**src/rtl/mcu_isa_pkg.sv**
```systemverilog
// Shared ISA definitions for the MCU front end: opcodes, instruction fields,
// fetch FSM encoding and the IF/ID payload type.
package mcu_isa_pkg;

  localparam int unsigned PC_W    = 8;
  localparam int unsigned INSTR_W = 17;
  localparam int unsigned OP_W    = 5;
  localparam int unsigned REG_W   = 3;

  localparam logic [OP_W-1:0] OP_NOP = 5'b00000;
  localparam logic [OP_W-1:0] OP_ADD = 5'b00001;
  localparam logic [OP_W-1:0] OP_ANI = 5'b00010;
  localparam logic [OP_W-1:0] OP_ADI = 5'b00011;
  localparam logic [OP_W-1:0] OP_SUB = 5'b00100;
  localparam logic [OP_W-1:0] OP_SLT = 5'b00101;
  localparam logic [OP_W-1:0] OP_IN  = 5'b00110;
  localparam logic [OP_W-1:0] OP_OUT = 5'b00111;
  localparam logic [OP_W-1:0] OP_NOT = 5'b01000;
  localparam logic [OP_W-1:0] OP_LD  = 5'b01001;
  localparam logic [OP_W-1:0] OP_ST  = 5'b01010;
  localparam logic [OP_W-1:0] OP_MOV = 5'b01011;
  localparam logic [OP_W-1:0] OP_JMP = 5'b01100;
  localparam logic [OP_W-1:0] OP_JMR = 5'b01101;
  localparam logic [OP_W-1:0] OP_JML = 5'b01110;
  localparam logic [OP_W-1:0] OP_ORI = 5'b01111;
  localparam logic [OP_W-1:0] OP_XOR = 5'b10000;
  localparam logic [OP_W-1:0] OP_LSR = 5'b11100;
  localparam logic [OP_W-1:0] OP_LSL = 5'b11101;
  localparam logic [OP_W-1:0] OP_BZ  = 5'b11110;
  localparam logic [OP_W-1:0] OP_BNZ = 5'b11111;

  localparam logic [INSTR_W-1:0] NOP_WORD = 17'h00000;

  localparam int unsigned OPC_MSB = 16;
  localparam int unsigned OPC_LSB = 12;
  localparam int unsigned DR_MSB  = 11;
  localparam int unsigned DR_LSB  = 9;
  localparam int unsigned DA_MSB  = 8;
  localparam int unsigned DA_LSB  = 6;
  localparam int unsigned DB_MSB  = 5;
  localparam int unsigned DB_LSB  = 3;
  localparam int unsigned SH_MSB  = 2;
  localparam int unsigned SH_LSB  = 0;

  typedef enum logic [1:0] {
    ST_IDLE = 2'b00,
    ST_RUN  = 2'b01,
    ST_HALT = 2'b10
  } fsm_state_t;

  typedef enum logic [1:0] {
    IFID_HOLD    = 2'b00,
    IFID_CLEAR   = 2'b01,
    IFID_CAPTURE = 2'b10
  } ifid_op_t;

  typedef struct packed {
    logic [INSTR_W-1:0] instr;
    logic [PC_W-1:0]    pc;
  } ifid_t;

  // Assemble an instruction word from its fields.
  function automatic logic [INSTR_W-1:0] mk_instr(input logic [OP_W-1:0] op,
                                                  input logic [REG_W-1:0] dr,
                                                  input logic [REG_W-1:0] da,
                                                  input logic [REG_W-1:0] db,
                                                  input logic [REG_W-1:0] sh);
    return {op, dr, da, db, sh};
  endfunction

endpackage

```
**src/rtl/instr_fetch_unit_if.sv**
```systemverilog
// Fetch-stage bus: control inputs, program-memory port, redirect and IF/ID outputs.
interface instr_fetch_unit_if
  import mcu_isa_pkg::*;
#(
  parameter int unsigned CNT_W = 16
);

  logic               start;
  logic               halt;
  logic               stall;
  logic               redirect_valid;
  logic [PC_W-1:0]    redirect_addr;
  logic [PC_W-1:0]    pm_addr;
  logic [INSTR_W-1:0] pm_instr;
  logic               if_valid;
  logic [PC_W-1:0]    if_pc;
  logic [INSTR_W-1:0] if_instr;
  logic [OP_W-1:0]    if_opcode;
  logic [REG_W-1:0]   if_dr;
  logic [REG_W-1:0]   if_da;
  logic [REG_W-1:0]   if_db;
  logic [REG_W-1:0]   if_sh;
  logic               pc_wrap;
  logic [CNT_W-1:0]   fetch_cnt;

  modport master (
    input  start, halt, stall, redirect_valid, redirect_addr, pm_instr,
    output pm_addr, if_valid, if_pc, if_instr, if_opcode, if_dr, if_da,
           if_db, if_sh, pc_wrap, fetch_cnt
  );

  modport slave (
    output start, halt, stall, redirect_valid, redirect_addr, pm_instr,
    input  pm_addr, if_valid, if_pc, if_instr, if_opcode, if_dr, if_da,
           if_db, if_sh, pc_wrap, fetch_cnt
  );

endinterface

```
**src/rtl/fetch_pc.sv**
```systemverilog
// Program counter: redirect load, sequential advance with 8-bit wrap detect.
module fetch_pc
  import mcu_isa_pkg::*;
#(
  parameter logic [PC_W-1:0] RESET_PC = 8'h00
) (
  input  logic            clk,
  input  logic            rst,
  input  logic            load,
  input  logic [PC_W-1:0] load_addr,
  input  logic            advance,
  output logic [PC_W-1:0] pc,
  output logic            pc_wrap
);

  logic [PC_W-1:0] pc_q;
  logic            wrap_q;

  // Redirect wins over advance; wrap only flags a sequential 255 -> 0 step.
  always_ff @(posedge clk or posedge rst) begin
    if (rst) begin
      pc_q   <= RESET_PC;
      wrap_q <= 1'b0;
    end else begin
      wrap_q <= 1'b0;
      if (load) begin
        pc_q <= load_addr;
      end else if (advance) begin
        pc_q   <= pc_q + PC_W'(1);
        wrap_q <= (pc_q == '1);
      end
    end
  end

  assign pc      = pc_q;
  assign pc_wrap = wrap_q;

endmodule

```
**src/rtl/instr_fetch_unit.sv**
```systemverilog
// Instruction fetch stage: run/halt FSM, IF/ID register with split fields,
// saturating fetch counter; PC handling lives in fetch_pc.
module instr_fetch_unit
  import mcu_isa_pkg::*;
#(
  parameter logic [PC_W-1:0] RESET_PC = 8'h00,
  parameter int unsigned     CNT_W    = 16
) (
  input logic                 clk,
  input logic                 rst,
  instr_fetch_unit_if.master  bus
);

  fsm_state_t      state_q, state_d;
  ifid_op_t        ifid_op_c;
  logic            pc_load_c;
  logic            pc_adv_c;
  logic [PC_W-1:0] pc_q;
  logic            pc_wrap_q;
  ifid_t           ifid_q;
  logic            if_valid_q;
  logic [CNT_W-1:0] fetch_cnt_q;

  always_ff @(posedge clk or posedge rst) begin
    if (rst) state_q <= ST_IDLE;
    else     state_q <= state_d;
  end

  // Halt beats redirect for the state, but a redirect still loads the PC.
  always_comb begin
    state_d   = state_q;
    ifid_op_c = IFID_HOLD;
    pc_load_c = 1'b0;
    pc_adv_c  = 1'b0;
    case (state_q)
      ST_IDLE, ST_HALT: begin
        ifid_op_c = IFID_CLEAR;
        if (bus.start) state_d = ST_RUN;
      end
      ST_RUN: begin
        pc_load_c = bus.redirect_valid;
        if (bus.halt) begin
          state_d   = ST_HALT;
          ifid_op_c = IFID_CLEAR;
        end else if (bus.redirect_valid) begin
          ifid_op_c = IFID_CLEAR;
        end else if (!bus.stall) begin
          ifid_op_c = IFID_CAPTURE;
          pc_adv_c  = 1'b1;
        end
      end
      default: state_d = ST_IDLE;
    endcase
  end

  fetch_pc #(
    .RESET_PC (RESET_PC)
  ) u_fetch_pc (
    .clk       (clk),
    .rst       (rst),
    .load      (pc_load_c),
    .load_addr (bus.redirect_addr),
    .advance   (pc_adv_c),
    .pc        (pc_q),
    .pc_wrap   (pc_wrap_q)
  );

  // A squashed slot keeps its pc but carries the NOP word and no valid.
  always_ff @(posedge clk or posedge rst) begin
    if (rst) begin
      ifid_q      <= '0;
      if_valid_q  <= 1'b0;
      fetch_cnt_q <= '0;
    end else begin
      case (ifid_op_c)
        IFID_CAPTURE: begin
          ifid_q.instr <= bus.pm_instr;
          ifid_q.pc    <= pc_q;
          if_valid_q   <= 1'b1;
          if (fetch_cnt_q != '1) fetch_cnt_q <= fetch_cnt_q + CNT_W'(1);
        end
        IFID_CLEAR: begin
          ifid_q.instr <= NOP_WORD;
          if_valid_q   <= 1'b0;
        end
        default: ;
      endcase
    end
  end

  assign bus.pm_addr   = pc_q;
  assign bus.pc_wrap   = pc_wrap_q;
  assign bus.if_valid  = if_valid_q;
  assign bus.if_pc     = ifid_q.pc;
  assign bus.if_instr  = ifid_q.instr;
  assign bus.if_opcode = ifid_q.instr[OPC_MSB:OPC_LSB];
  assign bus.if_dr     = ifid_q.instr[DR_MSB:DR_LSB];
  assign bus.if_da     = ifid_q.instr[DA_MSB:DA_LSB];
  assign bus.if_db     = ifid_q.instr[DB_MSB:DB_LSB];
  assign bus.if_sh     = ifid_q.instr[SH_MSB:SH_LSB];
  assign bus.fetch_cnt = fetch_cnt_q;

endmodule

```
**src/flat_wrapper.sv**
```systemverilog
// flat-port wrapper written by rule: the top's interface ports become plain ports
module instr_fetch_unit_flat import mcu_isa_pkg::*;
#(
  parameter logic [PC_W-1:0] RESET_PC = 8'h00,
  parameter int unsigned     CNT_W    = 16
)
  (clk, rst, bus_start, bus_halt, bus_stall, bus_redirect_valid, bus_redirect_addr, bus_pm_instr, bus_pm_addr, bus_if_valid, bus_if_pc, bus_if_instr, bus_if_opcode, bus_if_dr, bus_if_da, bus_if_db, bus_if_sh, bus_pc_wrap, bus_fetch_cnt);
  instr_fetch_unit_if #(.CNT_W(CNT_W)) bus_i ();
  input logic clk;
  input logic rst;
  input wire logic [$bits(bus_i.start)-1:0] bus_start;
  input wire logic [$bits(bus_i.halt)-1:0] bus_halt;
  input wire logic [$bits(bus_i.stall)-1:0] bus_stall;
  input wire logic [$bits(bus_i.redirect_valid)-1:0] bus_redirect_valid;
  input wire logic [$bits(bus_i.redirect_addr)-1:0] bus_redirect_addr;
  input wire logic [$bits(bus_i.pm_instr)-1:0] bus_pm_instr;
  output wire logic [$bits(bus_i.pm_addr)-1:0] bus_pm_addr;
  output wire logic [$bits(bus_i.if_valid)-1:0] bus_if_valid;
  output wire logic [$bits(bus_i.if_pc)-1:0] bus_if_pc;
  output wire logic [$bits(bus_i.if_instr)-1:0] bus_if_instr;
  output wire logic [$bits(bus_i.if_opcode)-1:0] bus_if_opcode;
  output wire logic [$bits(bus_i.if_dr)-1:0] bus_if_dr;
  output wire logic [$bits(bus_i.if_da)-1:0] bus_if_da;
  output wire logic [$bits(bus_i.if_db)-1:0] bus_if_db;
  output wire logic [$bits(bus_i.if_sh)-1:0] bus_if_sh;
  output wire logic [$bits(bus_i.pc_wrap)-1:0] bus_pc_wrap;
  output wire logic [$bits(bus_i.fetch_cnt)-1:0] bus_fetch_cnt;
  assign bus_i.start = bus_start;
  assign bus_i.halt = bus_halt;
  assign bus_i.stall = bus_stall;
  assign bus_i.redirect_valid = bus_redirect_valid;
  assign bus_i.redirect_addr = bus_redirect_addr;
  assign bus_i.pm_instr = bus_pm_instr;
  assign bus_pm_addr = bus_i.pm_addr;
  assign bus_if_valid = bus_i.if_valid;
  assign bus_if_pc = bus_i.if_pc;
  assign bus_if_instr = bus_i.if_instr;
  assign bus_if_opcode = bus_i.if_opcode;
  assign bus_if_dr = bus_i.if_dr;
  assign bus_if_da = bus_i.if_da;
  assign bus_if_db = bus_i.if_db;
  assign bus_if_sh = bus_i.if_sh;
  assign bus_pc_wrap = bus_i.pc_wrap;
  assign bus_fetch_cnt = bus_i.fetch_cnt;
  instr_fetch_unit #(.RESET_PC(RESET_PC), .CNT_W(CNT_W)) u_core (.clk(clk), .rst(rst), .bus(bus_i));
endmodule
```
**config.mk**
```make
export PLATFORM = sky130hd
export DESIGN_NAME = instr_fetch_unit_flat
export DESIGN_NICKNAME = d
export VERILOG_FILES = /design/src/rtl/mcu_isa_pkg.sv /design/src/rtl/instr_fetch_unit_if.sv /design/src/rtl/fetch_pc.sv /design/src/rtl/instr_fetch_unit.sv /design/src/flat_wrapper.sv
export SDC_FILE = /design/constraint.sdc
export NUM_CORES = 1
export LEC_CHECK = 0
export CORE_MARGIN = 8
export CORE_UTILIZATION = 47
export CTS_CLUSTER_DIAMETER = 80
export DETAILED_ROUTE_END_ITERATION = 8
export PLACE_DENSITY_LB_ADDON = 0.12
export SETUP_SLACK_MARGIN = 0.4
export SYNTH_ARGS = -nofsm -noshare
export SYNTH_HDL_FRONTEND = slang
export SYNTH_SLANG_ARGS = --single-unit
```
**constraint.sdc**
```tcl
create_clock -name clk -period 3.95 [get_ports clk]
set_clock_uncertainty 0.05 [all_clocks]
set_input_delay 0.9875 -clock clk [delete_from_list [all_inputs] [get_ports clk]]
set_output_delay 0.9875 -clock clk [all_outputs]
set_load 0.03 [all_outputs]
```
==> results of run 1 <==
[Yosys cell counts, types with 2 or more instances]
| cell type | instances |
|---|---|
| o22ai_1 | 2 |
| nor3_1 | 9 |
| nand2_1 | 12 |
| buf_2 | 2 |
| nand3_1 | 4 |
| nand2b_1 | 2 |
| dfrtp_1 | 53 |
| clkbuf_1 | 3 |
| and4_1 | 3 |
| a22o_1 | 16 |
| mux2_2 | 11 |
| ha_1 | 6 |
| a21oi_1 | 5 |
| inv_1 | 3 |
| xor2_1 | 5 |
| and3_1 | 5 |
| buf_4 | 17 |
| xnor2_1 | 9 |
| a211oi_1 | 2 |
| nand4_1 | 6 |
| o21ai_0 | 6 |
| nor2_1 | 10 |
[area by class of cell]
cell class | count | area (sq um) | area share (%)
flip-flops and latches | 53 | 1330 | 37.7
repair buffers | 101 | 1000 | 28.5
multi-input cells | 132 | 996 | 28.3
well taps | 70 | 87.6 | 2.49
clock buffers | 7 | 86.3 | 2.45
inverters | 4 | 20.0 | 0.569
[path summary, 6_finish.rpt]
kind	startpoint	to
max	bus_halt	u_core.bus.fetch_cnt[13]$_DFFE_PP0P_
min	u_core.bus.if_pc[6]$_DFFE_PP0N_	u_core.bus.if_pc[6]$_DFFE_PP0N_
max reg2reg	u_core.state_q[1]$_DFFE_PP0P_	u_core.bus.fetch_cnt[13]$_DFFE_PP0P_
min reg2reg	u_core.bus.if_pc[6]$_DFFE_PP0N_	u_core.bus.if_pc[6]$_DFFE_PP0N_
max in group asynchronous	rst	u_core.bus.if_pc[1]$_DFFE_PP0N_
min in group asynchronous	rst	u_core.bus.if_instr[12]$_DFFE_PP0P_
[stage by stage]
step / setup WS (ns) / hold WS [ns] / instance area, sq um / instances / util, %
after floorplan: 0.833 / 0.462 / 2490 / 212 / -
after global placement: 0.282 / 0.441 / 3430 / 360 / 67.1
after global routing: 0.449 / 0.484 / 3520 / 367 / 68.9
after CTS: 0.533 / 0.469 / 3510 / 367 / 68.8
after detailed placement: 0.222 / 0.450 / 3430 / 360 / 67.1
final: 0.558 / 0.463 / 3520 / 367 / 68.9
[state kept, by name (all words and copies together) (netlist names)]
signal and cells:
u_core.bus.if_instr 17, u_core.bus.if_valid 1, u_core.state_q 2, u_core.bus.if_pc 8, u_core.bus.fetch_cnt 16, u_core.u_fetch_pc.pc_wrap 1
u_core.u_fetch_pc.pc 8
[power by group]
part / internal (mW) / total, mW / switching [mW]
Combinational: 0.327 / 0.729 / 0.402
Sequential: 0.641 / 0.747 / 0.106
Clock: 0.139 / 0.297 / 0.158
Total: 1.11 / 1.77 / 0.666
[metal layers]
metal | up-vias | track usage, % | wire, um
met3 | 6 | 4.64 | 536
met1 | 901 | 20.6 | 2660
met4 | 0 | 4.15 | 38
met2 | 88 | 25.0 | 2820
met5 | - | 0 | 0
li1 | 922 | - | -
[worst max-delay path, delay by kind of cell]
kind	cells	cell delay, ns
buffers and inverters	2	0.54
adder cells (fa/ha/maj)	1	0.23
multiplexers	1	0.36
AND/OR/NAND/NOR	5	1.41
[cells by family after synthesis]
family | count (synthesis) | synth area share, %
fa+ha+maj | 6 | 3.02
xor+xnor | 14 | 4.93
compound gates | 39 | 12.0
mux | 12 | 5.38
simple gates | 61 | 14.4
buf+inv | 27 | 6.94
flops | 53 | 53.3
==> impl_metrics.csv, run 1 <==
group,metric,value,unit
outcome,status,"finished, final reports clean",
clocking,h-tree-depth,2,
drt,detail-route-antenna-nets,0,
clocking,clk_latency,0.30,ns
layout,layout_commonest_cell,"clkdlybuf4s50_1",
floorplan,die_h,88.8,um
clocking,cts_setup_buffers,0,
critical_path,crit_arrival,3.53,ns
drt,wl,6050,um
global_routing,grt_pass1_wl,9720,um
clocking,cts-root-buf,"clkbuf_8",
synth,ys.flop_type,"dfrtp_1",
global_routing,antenna_found_initial,0,
place,dpl.hpwl,4590,um
clocking,clock_sinks,53,
drt,wl_per_cell,16.5,um
drt,vias_per_cell,5.22,
critical_path,critPathKind,"primary input to flop",
synth,async_flop_share,100,%
synth,yosys_warnings,0,
synth,ys_top_cells_by_area,"dfrtp_1 53%, a22o_1 5.6%, buf_4 5.1%, mux2_2 5.0%, xnor2_1 3.2%",
floorplan,initial_core_util,48.7,%
timing,hold_violations,0,
global_routing,grt_pass1_vias,1924,
layout,syn2layout_area_growth,41.5,%
critical_path,cp_slowest_stage_delay,0.60,ns
run,cap_violations,0,
synth,yosys.area.top_type,"dfrtp_1",
global_routing,grt_use_total,15.8,%
synth,synth_nets,249,
power,cellPowerDensity,504,mW/mm^2
critical_path,crit_required,4.09,ns
worst_hold_path,hp-class,"flop to flop",
synth,syn_inst,212,
clocking,path_clk_slew,0.09,ns
power,power,1.77,mW
timing,slew_viol_final,0,
timing,max-slew-margin-rel,56.7,%
timing,worstMarginPinSlew,0.649,ns
drt,drtIter0Drc,64,
layout,num-fill-cells,421,
place,gp_congestion,0.784,
critical_path,critPathLaunchType,"primary input",
clocking,cts_resized,0,
clocking,numCtsBuffers,5,
global_routing,grt_max_degree,54,
drt,dr.pass1.iters,4,
critical_path,r2r_slack,1.31,ns
critical_path,end_kind,"flop",
timing,period_minus_slack,3.39,ns
clocking,cts_hold_buf,0,
synth,syn_area,0.00249,sq mm
layout,layout_common_cells,"98 x clkdlybuf4s50_1, 53 x dfrtp_1, 16 x a22o_1, 12 x nand2_1, 11 x mux2_2",
worst_hold_path,whs_path_depth,1,
drt,drc_errors,0,
synth,synth_edf_count,0,
timing,max_clock_freq,295,MHz
floorplan,die_x,88.8,um
timing,setup_viol,0,
synth,synth_top_area_share,53.3,%
critical_path,worstPathCellList,"clkdlybuf4s50_1 > or4b_4 > or2_4 > clkinv_4 > ha_2 > and3_1 > nand4_1 > nor3_1 > mux2_2",
timing,fin_crit_sh,85.9,%
synth,seq_area_frac_synth,53.3,%
floorplan,dieArea,0.00788,sq mm
floorplan,core_area,0.00511,sq mm
floorplan,num_io_pins,99,
power,total_leakage_power,1.52,nW
layout,layout-drive-gt1-share,10.8,%
critical_path,cpMaxStageDelayCell,"or4b_4",
synth,ys_ff_latch,53,
synth,ys_types,43,
clocking,cts_tree,"done",
power,vdd_drop_max,0.000421,V
layout,n_antenna_cell,0,
floorplan,row_count,26,
drt,via_count,1917,
layout,nets,334,
synth,avgSynthCellArea,11.7,sq um
global_routing,grt_overflow,0,
critical_path,worstPathMaxFanout,7,
clocking,clockBufferDepth,2,
timing,fin_setup_tns,0,ns
timing,rsz0062_at_grt,"false",
critical_path,r2r_cells,8,
place,io_buffers,98,
Note: power is estimated with default switching activity, not from simulation.
==> inputs of run 2 (changes only) <==
REMOVE_ABC_BUFFERS = 1   (was unset)
==> impl_metrics.csv, run 2 (synthesized netlist as in run 1, its figures left out) <==
group,metric,value,unit
timing,hold-worst-slack,0.463,ns
layout,largest_reg_flops,17,
critical_path,r2r-start,"u_core.state_q[1]$_DFFE_PP0P_",
clocking,clock_sinks,53,
place,dpl_cell_area,0.00343,sq mm
layout,final_core_util,68.5,%
global_routing,grt_max_degree,54,
global_routing,grt_overflow,0,
timing,fin_crit_sh,86.4,%
place,place_ws,0.223,ns
critical_path,critPathLaunchType,"primary input",
clocking,cts-root-buf,"clkbuf_8",
global_routing,grt_pass1_vias,1869,
drt,wl_per_cell,16.9,um
drt,dr.pass1.iters,4,
drt,via_count,1904,
clocking,cts_tree,"done",
clocking,cts_resized,0,
global_routing,antenna_found_initial,0,
clocking,h-tree-depth,2,
clocking,path_clk_slew,0.09,ns
outcome,status,"finished, final reports clean",
layout,num-fill-cells,428,
layout,layout_common_cells,"98 x clkdlybuf4s50_1, 53 x dfrtp_1, 16 x a22o_1, 12 x nand2_1, 11 x mux2_2",
critical_path,critPathKind,"primary input to flop",
timing,fin_setup_tns,0,ns
floorplan,die_h,88.8,um
floorplan,dieArea,0.00788,sq mm
floorplan,die_x,88.8,um
critical_path,crit_arrival,3.55,ns
place,io_buffers,98,
floorplan,initial_core_util,48.7,%
global_routing,grt_pass1_wl,9740,um
power,vdd_drop_max,0.000319,V
timing,period_minus_slack,3.41,ns
timing,rsz0062_at_grt,"false",
timing,slew_viol_final,0,
drt,drc_errors,0,
power,total_leakage_power,1.52,nW
place,dpl.hpwl,4720,um
timing,setup_viol,0,
drt,wl,6180,um
layout,nets,334,
layout,final_area,0.00350,sq mm
timing,worst_slack,0.539,ns
clocking,clk_latency,0.30,ns
clocking,cts_hold_buf,0,
drt,drtIter0Drc,82,
layout,layout-drive-gt1-share,10.1,%
critical_path,end_kind,"flop",
drt,detail-route-antenna-nets,0,
layout,syn2layout_area_growth,40.7,%
worst_hold_path,min_from,"u_core.bus.if_pc[2]$_DFFE_PP0N_",
clocking,numCtsBuffers,5,
critical_path,crit_required,4.09,ns
place,gp_congestion,0.801,
clocking,cts_setup_buffers,0,
clocking,clockBufferDepth,2,
timing,max-slew-margin-rel,57.2,%
power,cellPowerDensity,502,mW/mm^2
worst_hold_path,hp-class,"flop to flop",
layout,n_antenna_cell,0,
critical_path,worstPathMaxFanout,7,
run,cap_violations,0,
timing,hold_violations,0,
floorplan,num_io_pins,99,
layout,layout_commonest_cell,"clkdlybuf4s50_1",
timing,max_clock_freq,293,MHz
critical_path,critPathLaunch,"bus_halt",
floorplan,core_area,0.00511,sq mm
floorplan,row_count,26,
global_routing,grt_use_total,15.9,%
drt,vias_per_cell,5.20,
timing,worstMarginPinSlew,0.642,ns
==> run 2: cell types whose count changed in the layout (fill, tap and decap cells not counted), sizes merged <==
cell    change
clkbuf      -2
clkinv      +1
==> run 2: critical path, stage by stage <==
cell and delay (ns):
clkdlybuf4s50_1 0.45, or4b_4 0.60, or2_4 0.28, clkinv_4 0.08, ha_1 0.25, and3_1 0.25, nand4_1 0.10, nor3_1 0.18
mux2_2 0.35
==> run 2: path summary, 6_finish.rpt <==
| kind | end | slack, ns | cells after the start |
|---|---|---|---|
| max | u_core.bus.fetch_cnt[13]$_DFFE_PP0P_ | 0.54 | 9 |
| min | u_core.bus.if_pc[2]$_DFFE_PP0N_ | 0.46 | 1 |
| max reg2reg | u_core.bus.fetch_cnt[13]$_DFFE_PP0P_ | 1.29 | 8 |
| min reg2reg | u_core.bus.if_pc[2]$_DFFE_PP0N_ | 0.46 | 1 |
| max in group asynchronous | u_core.bus.if_instr[3]$_DFFE_PP0P_ | 2.29 | 3 |
| min in group asynchronous | u_core.bus.fetch_cnt[9]$_DFFE_PP0P_ | 1.14 | 3 |
==> run 2: cell type report <==
type                    count  area [sq um]  share of cell area, %
repair buffers            101          1000                   28.7
flip-flops and latches     53          1330                   37.9
multi-input cells         132           988                   28.2
inverters                   4          20.0                  0.572
clock buffers               5          68.8                   1.97
well taps                  70          87.6                   2.50
clock inverters             1          5.00                  0.143
==> run 2: metrics by stage <==
step / std cells / power, mW
6_report: 366 / 1.76
5_1_grt: 366 / 1.84
4_1_cts: 366 / 1.78
3_5_place_dp: 360 / 1.49
3_3_place_gp: 360 / 1.49
2_1_floorplan: 189 / 1.15
==> run 2: where the power goes <==
part           total (mW)  internal (mW)  leakage, nW  switching, mW
clock               0.279          0.117       0.0399          0.162
combinational       0.730          0.326        0.774          0.404
sequential          0.748          0.641        0.704          0.107
total                1.76           1.08         1.52          0.673
==> run 2: metal layers <==
metal	wire length, um	vias up	track usage [%]	share of wire [%]
li1	-	921	-	-
met1	2690	910	20.5	43
met2	2920	66	25.0	47
met3	506	7	4.74	8.2
met4	65	0	5.07	1.1
met5	0	-	0	0
